**src/rtl/uart_wb_if.sv**
```systemverilog
// Wishbone bus bundle for the UART register bank.
// The master modport drives the request side and the slave modport answers it.
interface uart_wb_if;
  logic       wb_cyc;
  logic       wb_stb;
  logic       wb_we;
  logic [2:0] wb_addr;
  logic [7:0] wb_dat_i;
  logic [7:0] wb_dat_o;
  logic       wb_ack;

  modport master (
    output wb_cyc, wb_stb, wb_we, wb_addr, wb_dat_i,
    input  wb_dat_o, wb_ack
  );

  modport slave (
    input  wb_cyc, wb_stb, wb_we, wb_addr, wb_dat_i,
    output wb_dat_o, wb_ack
  );
endinterface

```
**src/rtl/uart_wb_regs.sv**
```systemverilog
// 16550-style UART register bank behind a Wishbone slave port.
// Holds RBR/THR, IER, IIR/FCR, LCR, LSR and the DLAB-banked divisor latches,
// generates the baud tick and hands bytes to/from the serializer.
// Optional build macro UART_WB_IRQ_EN enables the registered interrupt output;
// without it irq is tied low.
module uart_wb_regs #(
  parameter logic [15:0] DEFAULT_DIV = 16'h0082,
  parameter logic [7:0]  DEFAULT_LCR = 8'h03
) (
  input  logic       clk,
  input  logic       rst,
  uart_wb_if.slave   wb,
  output logic [7:0] tx_data,
  output logic       tx_valid,
  input  logic       tx_ready,
  input  logic [7:0] rx_data,
  input  logic       rx_avail,
  output logic       rx_pop,
  output logic [7:0] lcr,
  output logic [7:0] fcr,
  output logic       baud_tick,
  output logic       irq
);

  localparam logic [2:0] ADDR_DATA = 3'd0;
  localparam logic [2:0] ADDR_IER  = 3'd1;
  localparam logic [2:0] ADDR_IIR  = 3'd2;
  localparam logic [2:0] ADDR_LCR  = 3'd3;
  localparam logic [2:0] ADDR_LSR  = 3'd5;

  logic [1:0]  ier;
  logic [15:0] divisor;
  logic [15:0] baud_cnt;
  logic        reload_pending;
  logic [1:0]  iir_id;
  logic [7:0]  rdata;
  logic        access;
  logic        wr;
  logic        rd;
  logic        dlab;

  // A new access is only sampled while no ack is outstanding, so a held
  // strobe is answered every second cycle.
  assign access = wb.wb_cyc & wb.wb_stb & ~wb.wb_ack;
  assign wr     = access & wb.wb_we;
  assign rd     = access & ~wb.wb_we;
  assign dlab   = lcr[7];

  // Interrupt identification: receive data outranks transmitter ready.
  always_comb begin
    // NOTE: every always_comb output gets a default first so no path leaves it unassigned (no latch).
    iir_id = 2'b01;
    if (rx_avail)      iir_id = 2'b10;
    else if (tx_ready) iir_id = 2'b11;
  end

  // Read-data mux, selected by address and the DLAB bank bit.
  always_comb begin
    rdata = 8'h00;
    case (wb.wb_addr)
      ADDR_DATA: rdata = dlab ? divisor[7:0] : (rx_avail ? rx_data : 8'h00);
      ADDR_IER:  rdata = dlab ? divisor[15:8] : {6'b0, ier};
      ADDR_IIR:  rdata = {6'b0, iir_id};
      ADDR_LCR:  rdata = lcr;
      ADDR_LSR:  rdata = {2'b0, tx_ready, 4'b0, rx_avail};
      default:   rdata = 8'h00;
    endcase
  end

  // Bus response: ack and read data live for exactly one cycle.
  always_ff @(posedge clk or posedge rst) begin
    // NOTE: sequential state uses non-blocking assignments so every flop samples pre-edge values.
    if (rst) begin
      wb.wb_ack   <= 1'b0;
      wb.wb_dat_o <= 8'h00;
    end else begin
      wb.wb_ack   <= access;
      wb.wb_dat_o <= rd ? rdata : 8'h00;
    end
  end

  // Register writes and the TX push / RX pop pulses, on the ack-raising edge.
  always_ff @(posedge clk or posedge rst) begin
    if (rst) begin
      lcr            <= DEFAULT_LCR;
      fcr            <= 8'h00;
      ier            <= 2'b00;
      divisor        <= DEFAULT_DIV;
      reload_pending <= 1'b0;
      tx_valid       <= 1'b0;
      tx_data        <= 8'h00;
      rx_pop         <= 1'b0;
    end else begin
      tx_valid       <= 1'b0;
      rx_pop         <= 1'b0;
      reload_pending <= 1'b0;
      if (wr) begin
        case (wb.wb_addr)
          ADDR_DATA: begin
            if (dlab) begin
              divisor[7:0]   <= wb.wb_dat_i;
              reload_pending <= 1'b1;
            end else if (tx_ready) begin
              tx_data  <= wb.wb_dat_i;
              tx_valid <= 1'b1;
            end
          end
          ADDR_IER: begin
            if (dlab) begin
              divisor[15:8]  <= wb.wb_dat_i;
              reload_pending <= 1'b1;
            end else begin
              ier <= wb.wb_dat_i[1:0];
            end
          end
          ADDR_IIR: fcr <= wb.wb_dat_i;
          ADDR_LCR: lcr <= wb.wb_dat_i;
          default:  ;
        endcase
      end
      if (rd && wb.wb_addr == ADDR_DATA && !dlab && rx_avail)
        rx_pop <= 1'b1;
    end
  end

  // Baud generator: count down from the divisor, tick and reload at 1.
  always_ff @(posedge clk or posedge rst) begin
    if (rst) begin
      baud_cnt  <= 16'h0000;
      baud_tick <= 1'b0;
    end else if (divisor == 16'h0000) begin
      baud_cnt  <= 16'h0000;
      baud_tick <= 1'b0;
    end else if (reload_pending || baud_cnt == 16'h0000) begin
      baud_cnt  <= divisor;
      baud_tick <= 1'b0;
    end else if (baud_cnt == 16'h0001) begin
      baud_cnt  <= divisor;
      baud_tick <= 1'b1;
    end else begin
      baud_cnt  <= baud_cnt - 16'h0001;
      baud_tick <= 1'b0;
    end
  end

`ifdef UART_WB_IRQ_EN
  // Interrupt follows the enabled sources one cycle later.
  always_ff @(posedge clk or posedge rst) begin
    if (rst) irq <= 1'b0;
    else     irq <= (ier[0] & rx_avail) | (ier[1] & tx_ready);
  end
`else
  assign irq = 1'b0;
`endif

endmodule

```
**src/flat_wrapper.sv**
```systemverilog
// flat-port wrapper written by rule: the top's interface ports become plain ports
module uart_wb_regs_flat 
#(
  parameter logic [15:0] DEFAULT_DIV = 16'h0082,
  parameter logic [7:0]  DEFAULT_LCR = 8'h03
)
  (clk, rst, tx_data, tx_valid, tx_ready, rx_data, rx_avail, rx_pop, lcr, fcr, baud_tick, irq, wb_wb_cyc, wb_wb_stb, wb_wb_we, wb_wb_addr, wb_wb_dat_i, wb_wb_dat_o, wb_wb_ack);
  uart_wb_if wb_i ();
  input  logic clk;
  input  logic rst;
  output logic [7:0] tx_data;
  output logic tx_valid;
  input  logic tx_ready;
  input  logic [7:0] rx_data;
  input  logic rx_avail;
  output logic rx_pop;
  output logic [7:0] lcr;
  output logic [7:0] fcr;
  output logic baud_tick;
  output logic irq;
  input wire logic [$bits(wb_i.wb_cyc)-1:0] wb_wb_cyc;
  input wire logic [$bits(wb_i.wb_stb)-1:0] wb_wb_stb;
  input wire logic [$bits(wb_i.wb_we)-1:0] wb_wb_we;
  input wire logic [$bits(wb_i.wb_addr)-1:0] wb_wb_addr;
  input wire logic [$bits(wb_i.wb_dat_i)-1:0] wb_wb_dat_i;
  output wire logic [$bits(wb_i.wb_dat_o)-1:0] wb_wb_dat_o;
  output wire logic [$bits(wb_i.wb_ack)-1:0] wb_wb_ack;
  assign wb_i.wb_cyc = wb_wb_cyc;
  assign wb_i.wb_stb = wb_wb_stb;
  assign wb_i.wb_we = wb_wb_we;
  assign wb_i.wb_addr = wb_wb_addr;
  assign wb_i.wb_dat_i = wb_wb_dat_i;
  assign wb_wb_dat_o = wb_i.wb_dat_o;
  assign wb_wb_ack = wb_i.wb_ack;
  uart_wb_regs #(.DEFAULT_DIV(DEFAULT_DIV), .DEFAULT_LCR(DEFAULT_LCR)) u_core (.clk(clk), .rst(rst), .wb(wb_i), .tx_data(tx_data), .tx_valid(tx_valid), .tx_ready(tx_ready), .rx_data(rx_data), .rx_avail(rx_avail), .rx_pop(rx_pop), .lcr(lcr), .fcr(fcr), .baud_tick(baud_tick), .irq(irq));
endmodule
```
**config.mk**
```make
export PLATFORM = sky130hd
export DESIGN_NAME = uart_wb_regs_flat
export DESIGN_NICKNAME = d
export VERILOG_FILES = /design/src/rtl/uart_wb_if.sv /design/src/rtl/uart_wb_regs.sv /design/src/flat_wrapper.sv
export SDC_FILE = /design/constraint.sdc
export NUM_CORES = 1
export LEC_CHECK = 0
export CORE_ASPECT_RATIO = 1.2
export CORE_UTILIZATION = 45
export DETAILED_ROUTE_END_ITERATION = 6
export GPL_ROUTABILITY_DRIVEN = 0
export HOLD_SLACK_MARGIN = 0.02
export PLACE_DENSITY_LB_ADDON = 0.1
export SLEW_MARGIN = 20
export SYNTH_ARGS = -nofsm -noshare
export SYNTH_HDL_FRONTEND = slang
export SYNTH_SLANG_ARGS = --single-unit
```
**constraint.sdc**
```tcl
create_clock -name clk -period 3.75 [get_ports clk]
set_input_delay 0.75 -clock clk [delete_from_list [all_inputs] [get_ports clk]]
set_output_delay 0.75 -clock clk [all_outputs]
set_load 0.1 [all_outputs]
```
==> results.yml <==
drt:
  ant_nets: 0
  routed_wl_mm: 8.401
  wl_per_cell_um: 18.79
  routed_via_density: 5.723
  drtPass1Iterations: 4
  vias: 2558
  dr.first_iter.drc_count: 136
  drc: 0
global_routing:
  grt_antenna_before_repair: 0
  grt_pass1_wl_mm: 13.37
  grt_max_degree: 46
  grt_overflow_total: 0
  grt_usage: 0.2245
  grt_pass1_vias: 2613
critical_path:
  critPathLaunchType: "flip-flop"
  reg2regPathDepth: 5
  end_kind: "output port"
  path_max_fanout: 3
  r2r_start: "u_core.baud_cnt[0]$_DFF_PP0_"
  cp.required_ns: 3.00
  path_cells: "clkdlybuf4s50_1"
  crit_type: "flip-flop to output port"
  timing.critical_path.buf_inv: 1
  r2r_end: "u_core.baud_cnt[0]$_DFF_PP0_"
  ff2ff_setup_slack_ns: 1.67
  cpPeakStageDelay_ns: 1.13
  crit_slowest_cell: "clkdlybuf4s50_1"
  arrival_ns: 2.01
  path_delay_family: "buffers and inverters"
floorplan:
  io_pins: 63
  die_height_um: 98.76
  floorplan.initialDensity: 0.4743
  fp.dieArea_sq_um: 8161
  fp-row-count: 34
  die_x_um: 82.63
  core-area_sq_um: 7402
min_path:
  min_path_type: "flip-flop to flip-flop"
  min_from: "u_core.tx_data[7]$_DFFE_PP0P_"
  whs_path_depth: 1
  hold_end: "u_core.tx_data[7]$_DFFE_PP0P_"
pwr:
  powerDensity_nw_per_um2: 644.9
  power.leakage_uw: 0.001874
  vdd_drop_max_v: 0.0004039
timing:
  rsz0062_at_grt: "false"
  fin_crit_sh: 0.7347
  fin_skew_ns: 0.008119
  finalHoldViolCount: 0
  setup_tns_ns: 0
  fmax_mhz: 363.0
  max_slew.worst_pin.slew_ns: 0.9892
  slew_headroom: 0.3385
  setup_viol_count_final: 0
  period_minus_slack_ns: 2.755
  setup_ws_ns: 0.9949
  finalMaxSlewViolations: 0
yosys:
  synth_area_sq_um: 3511
  synth_compound_gate_area_share: 0.09266
  synth_xor_area_frac: 0.02245
  yosys.area.top_type: "dfrtp_1"
  ys_seq_area_frac: 0.5075
  synthesis.nets: 318
  synth_warnings: 0
  ys.flop_type: "dfrtp_1"
  yosys.area_share.adder: 0.01069
  async_flop_share: 1.000
  synth-simple-area-share: 0.1639
  synth_cell_type_count: 57
  yosysTopAreaCellShare: 0.4775
  synth.mux.area_fraction: 0.1757
  synth.avg_cell_area_sq_um: 12.15
  synth_top_family_by_area: "multiplexers"
  synth.area.top_cells: "dfrtp_1, mux2_2, a21oi_1"
  synth-edff-count: 0
  synthCells: 289
  synth-seq-cells: 71
clock_tree:
  cts_tree: "built"
  cts_sinks: 71
  cts_root_buffer: "clkbuf_8"
  ctsResizeCount: 0
  clockBufferDepth: 2
  post_cts_buffers: 0
  h-tree-depth: 3
  cts_inserted_buffers: 9
  hold_buffers: 0
  clk_latency_ns: 0.33
  clk_pin_slew_ns: 0.07
place:
  placed_area_sq_um: 4185
  hpwl_mm: 6.034
  port_buffers: 61
  pre_cts_slack_ns: 0.7878
cells_and_area:
  fin_util: 0.5913
  final_nets: 381
  area_growth_pct: 24.66
  fin_area_sq_um: 4377
  multi_input_area_sq_um: 1638
  insertedDiodeCount: 0
  seq_area_sq_um: 1782
  layout-drive-gt1-share: 0.2409
  nFillCells: 638
outcome:
  status: "finished clean"
job:
  maxCapViolCount: 0
-- per-layer routing --
metal / track usage / up-vias / routed length (um)
li1: - / 1199 / -
met1: 0.2879 / 1293 / 3747
met2: 0.3789 / 53 / 4275
met3: 0.03519 / 13 / 219
met4: 0.07825 / 0 / 158
met5: 0 / - / 0
-- synth_stat cells, types with 2 or more instances --
master and instances:
a21oi_1 25, a221o_1 2, and2_1 2, buf_2 6
clkbuf_1 2, dfrtp_1 67, dfstp_2 4, ha_1 3
inv_1 6, mux2_2 49, mux2_4 3, mux2i_1 2
nand2_1 11, nand2b_1 6, nand3_1 4, nand3b_1 5
nand4_1 4, nand4b_1 2, nor2_1 8, nor2b_1 2
nor3_1 3, nor3b_1 4, nor4_1 9, nor4b_4 2
o21ai_0 5, o31ai_1 9, or3_1 6, or4_4 2
xnor2_1 4, xor2_1 5
-- flip-flops by register name (all words and copies together) (netlist names) --
signal and flops:
u_core.divisor 16, u_core.tx_data 8, u_core.baud_cnt 16, u_core.fcr 8
u_core.tx_valid 1, u_core.rx_pop 1, u_core.reload_pending 1, u_core.wb.wb_dat_o 8
u_core.ier 2, u_core.baud_tick 1, u_core.lcr 8, u_core.wb.wb_ack 1
-- layout make-up --
cell class / count / area share
clock buffer: 13 / 0.03402
sequential: 71 / 0.4071
clock inverter: 3 / 0.009720
timing repair buffer: 64 / 0.1441
tap: 90 / 0.02573
multi-input combinational: 200 / 0.3742
inverter: 6 / 0.005146
-- where the power goes --
group / internal [uW] / switching, uW / leakage [uW]
Combinational: 455 / 753 / 0.000838
Clock: 326 / 273 / 0.0000936
Sequential: 886 / 130 / 0.000943
-- metrics by stage --
step / total power [uW] / hold slack (ns) / cells
2_1_floorplan: 1974 / 0.4803 / 289
3_3_place_gp: 2220 / 0.4891 / 431
3_5_place_dp: 2239 / 0.4949 / 431
4_1_cts: 2844 / 0.5123 / 447
5_1_grt: 2985 / 0.5197 / 447
6_report: 2822 / 0.5060 / 447
-- cell families (layout without fill, tap and decap cells) --
logic type,Yosys count,after routing
AO/OA/AOI/OAI,51,51
XOR/XNOR,9,9
adder cells (fa/ha/maj),3,3
buffers and inverters,18,86
flip-flops,71,71
multiplexers,54,54
other,1,1
AND/OR/NAND/NOR,82,82
-- placed cells by master (no fill, tap or decap), types with 6 or more instances in the layout --
cell	count
or3_1	6
a21oi_1	25
nand2b_1	6
nor2_1	8
clkdlybuf4s50_1	60
nor4_1	9
dfrtp_1	67
o31ai_1	9
nand2_1	11
mux2_2	49
clkbuf_8	10
-- worst max-delay path by stage --
stage	startpoint	to	slack [ns]	cells past startpoint
CTS	u_core.lcr[0]$_DFFE_PP1P_	lcr[0]	0.98	1
floorplan	rst	u_core.baud_cnt[0]$_DFF_PP0_	1.21	1
finish	u_core.lcr[0]$_DFFE_PP1P_	lcr[0]	0.99	1
global placement	wb_wb_addr[2]	u_core.divisor[2]$_DFFE_PP0P_	0.81	5
global route	u_core.lcr[0]$_DFFE_PP1P_	lcr[0]	0.96	1
detailed placement	wb_wb_addr[2]	u_core.divisor[2]$_DFFE_PP0P_	0.79	5
Note: power is estimated with default switching activity, not from simulation.
